<file path="config.mk">
export PLATFORM = sky130hd
export DESIGN_NAME = shift_sequencer
export DESIGN_NICKNAME = d
export VERILOG_FILES = /design/src/rtl/shift_sequencer.sv
export SDC_FILE = /design/constraint.sdc
export NUM_CORES = 1
export LEC_CHECK = 0
export ABC_AREA = 1
export BUFFER_PORTS_ARGS = -buffer_cell sky130_fd_sc_hd__buf_2
export CAP_MARGIN = 20
export CORE_AREA = 2 2 58 60
export DETAILED_ROUTE_END_ITERATION = 10
export DIE_AREA = 0 0 60 62
export PLACE_DENSITY = 0.85
export SYNTH_ARGS = -nofsm -noshare
export SYNTH_HDL_FRONTEND = slang
export SYNTH_SLANG_ARGS = --single-unit
export TNS_END_PERCENT = 100
</file>
<file path="constraint.sdc">
create_clock -name clk -period 1.8 [get_ports clk]
set_input_delay 0.18 -clock clk [delete_from_list [all_inputs] [get_ports clk]]
set_output_delay 0.18 -clock clk [all_outputs]
set_load 0.01 [all_outputs]
</file>
<file path="src/rtl/shift_sequencer.sv">
// rtl/shift_sequencer.sv - command-driven load/shift sequencer for an external left-shift register
//
// Purpose: accepts {data, amount} on a valid/ready command channel, issues one
// load strobe and then `amount` shift strobes to an external shift register,
// and returns the register contents on a valid/ready result channel. The
// result carries an error flag when the contents differ from (data << amount).
//
// Ports:
//   clk, reset          clock, asynchronous active-low reset
//   cmd_valid/ready     command handshake; cmd_data, cmd_amount payload
//   sr_load, sr_shift   strobes to the shift register; sr_data_in load value
//   sr_data_out         shift register contents
//   res_valid/ready     result handshake; res_data, res_err payload
//   busy                high whenever a command is in flight
module shift_sequencer #(
  parameter int WIDTH = 8,
  parameter int AMT_W = 3
) (
  input  logic             clk,
  input  logic             reset,
  input  logic             cmd_valid,
  output logic             cmd_ready,
  input  logic [WIDTH-1:0] cmd_data,
  input  logic [AMT_W-1:0] cmd_amount,
  output logic             sr_load,
  output logic             sr_shift,
  output logic [WIDTH-1:0] sr_data_in,
  input  logic [WIDTH-1:0] sr_data_out,
  output logic             res_valid,
  input  logic             res_ready,
  output logic [WIDTH-1:0] res_data,
  output logic             res_err,
  output logic             busy
);

  typedef enum logic [1:0] {S_IDLE, S_LOAD, S_SHIFT, S_RESP} state_t;

  state_t           r_state;
  state_t           w_next;
  logic             r_cmd_ready;
  logic [WIDTH-1:0] r_data;
  logic [WIDTH-1:0] r_exp;
  logic [AMT_W-1:0] r_amt;
  logic [AMT_W-1:0] r_cnt;
  logic             w_accept;

  // r_cmd_ready is high only while r_state is IDLE, so no state qualifier needed.
  assign w_accept = cmd_valid && r_cmd_ready;

  always_comb begin
    w_next    = r_state;
    sr_load   = 1'b0;
    sr_shift  = 1'b0;
    res_valid = 1'b0;
    res_data  = '0;
    res_err   = 1'b0;
    busy      = (r_state != S_IDLE);
    case (r_state)
      S_IDLE: begin
        if (w_accept) w_next = S_LOAD;
      end
      S_LOAD: begin
        sr_load = 1'b1;
        w_next  = (r_amt == '0) ? S_RESP : S_SHIFT;
      end
      S_SHIFT: begin
        sr_shift = 1'b1;
        // Counter holds shifts remaining including this one.
        if (r_cnt == AMT_W'(1)) w_next = S_RESP;
      end
      S_RESP: begin
        res_valid = 1'b1;
        res_data  = sr_data_out;
        res_err   = (sr_data_out != r_exp);
        if (res_ready) w_next = S_IDLE;
      end
      default: w_next = S_IDLE;
    endcase
  end

  always_ff @(posedge clk or negedge reset) begin
    if (!reset) begin
      r_state     <= S_IDLE;
      r_cmd_ready <= 1'b0;
      r_data      <= '0;
      r_exp       <= '0;
      r_amt       <= '0;
      r_cnt       <= '0;
    end else begin
      r_state <= w_next;
      // Registered from next state: high in the same cycle IDLE is re-entered,
      // low in the first cycle after reset release.
      r_cmd_ready <= (w_next == S_IDLE);
      if (r_state == S_IDLE && w_accept) begin
        r_data <= cmd_data;
        r_amt  <= cmd_amount;
        r_exp  <= cmd_data << cmd_amount;
      end
      if (r_state == S_LOAD) begin
        r_cnt <= r_amt;
      end else if (r_state == S_SHIFT) begin
        r_cnt <= r_cnt - AMT_W'(1);
      end
    end
  end

  assign cmd_ready  = r_cmd_ready;
  assign sr_data_in = r_data;

endmodule

</file>
==> flow_summary.ini, run 1 <==
[die]
dieArea_sq_um = 3720
die_y_microns = 62
die_w_microns = 60
rows = 21
start_util = 0.483
core_sq_um = 3180
io_pins = 45

[final_layout]
drive_above_1_share = 0.204
final_area_sq_um = 1820
antenna_cells = 0
post-route-util = 0.573
nets = 295
syn2layout_area_growth_pct = 18.7

[synth]
synth_area_leaders = dfrtp_1 41%, nand2_1 20%, inv_1 9.3%, nand3_1 7.5%, ha_1 4.9%
synth_top_area_frac = 0.407
post-synth-top-area-cell = dfrtp_1
synthDistinctLibCells = 18
synth_nets = 250
yosys_warnings = 0
syn_inst = 221
syn_area_per_cell_sq_um = 6.95
synthesis.area_sq_um = 1540
ys_seq_elements = 25
ys_seq_area_frac = 0.407

[sta]
finalCritPeriodShare = 0.908
whs_ps = 67.2
slew_headroom = 0.646
final_max_slew_viol_count = 0
fmax_mhz = 612
skew_ps = 6.34
fin_tns_setup_ps = 0
finalSetupViolCount = 0
hold_viol = 0
max_slew.worst_pin.slew_ps = 531
period_needed_ps = 1630
rsz0062_at_grt = false

[setup_path]
worstSetupPathType = flop to output port
endpoint_kind = output port
crit_arrival_ps = 1450
worstPathRequired_ps = 1620
crit_path_start_kind = flop
critPathMaxFanout = 11

[grt]
grt_max_degree = 26
antenna_found_initial = 0
grt_overflow = 0
grt_first_pass_wirelength_mm = 5.22
grt_use_total = 0.190
grt_pass1_vias = 1199

[detailed_routing]
wl_per_cell_microns = 10.2
drtAntennaViolNets = 0
vias_per_cell = 4.63
drt_iter0_markers = 60
via_count = 1439
finalWirelength_mm = 3.17
post-route-drc-count = 0
first_pass_iters = 4

[placement]
placed_area_sq_um = 1780
gp_congestion = 0.822
hpwl_mm = 2.44
port_buffers = 44

[clock_network]
clk_pin_slew_ps = 130
clock-sinks = 25
cts_root_buf = clkbuf_4
ctsHtreeMaxLevel = 1
numCtsBuffers = 3
clock_latency_ps = 330
post-cts-setup-buffers = 0
cts_tree = built
clk_path_buf_depth = 2

[run]
cap_violations = 0

[pwr]
leakagePower_nw = 1.10
vdd_ir_drop_max_v = 0.000731
power_density_nw_per_um2 = 1340

[status]
status = complete, no violations

[min_path]
hold_path_class = primary input to flop
==> critical path: stages, from the launching register on <==
cell and delay, ps:
dfrtp_1 430, ha_1 400, inv_1 70, nor2_1 100, buf_2 130
==> state kept, by name, summed over array words and instances (netlist names) <==
name / cells
r_exp: 8
sr_data_in: 8
r_amt: 3
r_cnt: 3
r_state: 2
cmd_ready: 1
==> cell usage after synthesis <==
cell type,instances
nor2_4,1
nand3_1,23
dfrtp_1,25
nand2_1,81
buf_6,1
o21ai_0,14
nand3_4,1
ha_1,6
nand3_2,1
a22oi_1,2
buf_2,4
clkinv_1,1
a21oi_1,2
o211ai_1,6
nand2_2,1
inv_2,1
inv_1,38
nor2_1,13
==> per-layer routing <==
layer  wire [microns]  up-vias  global-route usage
met5                0        -                   0
li1                 -      771                   -
met1             1520      611               0.255
met2             1420       50               0.300
met3              157        7              0.0248
met4               80        0               0.108
==> through the flow <==
stage / setup slack [ps] / power [mW] / cells
CTS: 95.6 / 2.46 / 311
global route: 11.4 / 2.71 / 311
global placement: 280 / 2.15 / 306
detailed placement: 197 / 2.20 / 306
floorplan: 510 / 1.83 / 221
finish: 166 / 2.45 / 311
==> worst paths after layout <==
path / cells after the start / slack, ps / endpoint / startpoint
setup / recovery: 4 / 170 / res_err / r_state[1]
hold / removal: 3 / 70 / sr_data_in[7] / cmd_data[7]
setup reg to reg: 6 / 210 / r_exp[7] / r_state[0]
hold reg to reg: 2 / 500 / sr_data_in[1] / sr_data_in[1]
max in group asynchronous: 2 / 1100 / r_cnt[2] / reset
min in group asynchronous: 2 / 350 / sr_data_in[6] / reset
==> cells by family (layout without fill, tap and decap cells) <==
logic type,count (synthesis),count (layout),share of synthesized area
buf+inv,45,89,0.118
flops,25,25,0.407
compound gates,24,24,0.0913
simple gates,121,121,0.334
fa+ha+maj,6,6,0.0489
==> report_power, final <==
group	switching [mW]	total, mW	internal [mW]
Sequential	0.167	0.992	0.825
Clock	0.171	0.255	0.0835
Combinational	0.730	1.20	0.469
Total	1.07	2.45	1.38
==> placed cells by master, fill, tap and decap left out <==
cell	instances
dlygate4sd3_1	1
clkinv_1	1
nand3_4	1
clkbuf_4	3
nand3_1	23
inv_2	1
nand3_2	1
nand2_1	81
o21ai_0	14
dfrtp_1	25
nand2_2	1
ha_1	6
o211ai_1	6
a21oi_1	2
nor2_1	12
nor2_2	1
nor2_4	1
inv_1	38
buf_2	44
clkinv_2	1
a22oi_1	2
==> area by class of cell <==
type / instances / area, sq um
clock buffers: 3 / 22.5
clock inverters: 1 / 5.00
fillers: 304 / 1360
inverters: 40 / 150
multi-input cells: 151 / 731
flip-flops and latches: 25 / 626
well taps: 46 / 57.6
repair buffers: 45 / 230
==> what timing repair did <==
action	in CTS	in global routing
hold buffers	1	0
endpoints found under the setup margin	0	4
resized for setup	0	1
endpoints found under the hold margin	25	0
Note: power is estimated with default switching activity, not from simulation.
==> run 2, diff against run 1 <==
--- a/config.mk
+++ b/config.mk
@@ -8,10 +8,11 @@
 export ABC_AREA = 1
 export BUFFER_PORTS_ARGS = -buffer_cell sky130_fd_sc_hd__buf_2
 export CAP_MARGIN = 20
-export CORE_AREA = 2 2 58 60
+export CORE_AREA = 2 2 61 58
 export DETAILED_ROUTE_END_ITERATION = 10
-export DIE_AREA = 0 0 60 62
-export PLACE_DENSITY = 0.85
+export DIE_AREA = 0 0 63 60
+export PLACE_DENSITY = 0.84
+export SLEW_MARGIN = 20
 export SYNTH_ARGS = -nofsm -noshare
 export SYNTH_HDL_FRONTEND = slang
 export SYNTH_SLANG_ARGS = --single-unit
==> flow_summary.ini, run 2 (synthesized netlist as in run 1, its figures left out) <==
[sta]
max_slew.worst_pin.slew_ps = 547
fmax_mhz = 645
skew_ps = 3.63
finalCritPeriodShare = 0.862
fin_tns_setup_ps = 0
period_needed_ps = 1550
finalSetupViolCount = 0
final_max_slew_viol_count = 0
hold_viol = 0
slew_headroom = 0.636
rsz0062_at_grt = false

[min_path]
hold_end = sr_data_in[6]
holdPathStages = 3
hp-start = cmd_data[6]
hold_path_class = primary input to flop

[detailed_routing]
wl_per_cell_microns = 10.4
via_count = 1491
drtAntennaViolNets = 0
first_pass_iters = 4
drt_iter0_markers = 59
post-route-drc-count = 0
vias_per_cell = 4.81
finalWirelength_mm = 3.23

[setup_path]
slowest_stage = dfrtp_1
critPathMaxFanout = 5
worstSetupPathType = flop to output port
endpoint_kind = output port
worstReg2RegStart = r_state[1]
worstPathRequired_ps = 1620
crit_path_start_kind = flop
cp_top_family = flip-flops
path_common_cell = inv_1
crit_path_start = r_state[1]
path_cells = inv_1 -> ha_1 -> inv_1 -> buf_2
reg2reg_setup_slack_ps = 300
r2r_cells = 5
crit_arrival_ps = 1370
cp_num_buf_inv = 3
cp.depth = 4
slowest_delay_ps = 430
r2r-end = r_exp[2]

[die]
io_pins = 45
die_w_microns = 63
start_util = 0.483
die_y_microns = 60
dieArea_sq_um = 3780
core_sq_um = 3180
rows = 20

[run]
cap_violations = 0

[placement]
hpwl_mm = 2.55
placed_area_sq_um = 1790
port_buffers = 44
placed_cells = 305
gp_congestion = 0.803

[clock_network]
clock-sinks = 25
cts_root_buf = clkbuf_4
numCtsBuffers = 3
cts_tree = built
post-cts-setup-buffers = 0
clk_path_buf_depth = 2
clk_pin_slew_ps = 130
ctsHtreeMaxLevel = 1
clock_latency_ps = 320

[grt]
grt_max_degree = 26
grt_first_pass_wirelength_mm = 5.67
grt_pass1_vias = 1350
antenna_found_initial = 0
grt_use_total = 0.190
grt_overflow = 0

[status]
status = complete, no violations

[final_layout]
antenna_cells = 0
drive_above_1_share = 0.203
final_common_cell = nand2_1
nets = 296
instances_no_fill = 310
layout_common_cells = 81 x nand2_1, 44 x buf_2, 38 x inv_1
final_area_sq_um = 1830
fillCellCount = 317
syn2layout_area_growth_pct = 18.9

[pwr]
power_density_nw_per_um2 = 1340
vdd_ir_drop_max_v = 0.000715
leakagePower_nw = 1.10
total_power_mw = 2.46
run 2: changes by cell type in the layout (fill, tap and decap cells not counted):
cell	before	now
nor2_2	1	0
buf_4	0	1
nor2_1	12	13
clkinv_2	1	0
ha_1	6	5
clkbuf_1	0	1
ha_2	0	1
run 2: metal layers:
layer  share of wire  GRT usage  vias up
met3           0.051     0.0320        4
li1                -          -      770
met5               0          0        -
met1            0.46      0.228      672
met2            0.48      0.350       45
met4           0.012     0.0667        0
run 2: per-stage QoR:
stage / util / setup slack (ps) / hold WS, ps
3_3_place_gp: 0.562 / 382 / 188
4_1_cts: 0.574 / 111 / 63.4
6_report: 0.574 / 249 / 74.4
3_5_place_dp: 0.562 / 272 / 198
5_1_grt: 0.574 / 116 / 66.9
2_1_floorplan: - / 510 / -116
run 2: worst min-delay path, delay by kind of cell:
family | cells | cell delay [ps]
and+or+nand+nor | 2 | 100
buffers and inverters | 1 | 100
run 2: worst max-delay path by stage:
stage	end
3_5_place_dp	r_exp[2]
4_1_cts	res_err
3_3_place_gp	r_exp[6]
2_1_floorplan	r_exp[4]
5_1_grt	res_err
6_report	busy
run 2: final cells by class:
class                      instances  area [sq um]  area share
clock buffer                       4          26.3      0.0144
inverter                          40           150      0.0822
multi-input combinational        151           731       0.400
sequential                        25           626       0.343
tap                               44          55.1      0.0302
timing repair buffer              46           238       0.130
run 2: timing repair:
action,4_1_cts,5_1_grt
resized for setup,0,1
hold buffers,1,0
hold endpoints to repair,25,0
endpoints found under the setup margin,0,3
run 2: report_power, final:
part	internal [mW]	switching [mW]
registers	0.825	0.175
logic	0.479	0.722
clock network	0.0869	0.168
total	1.39	1.06
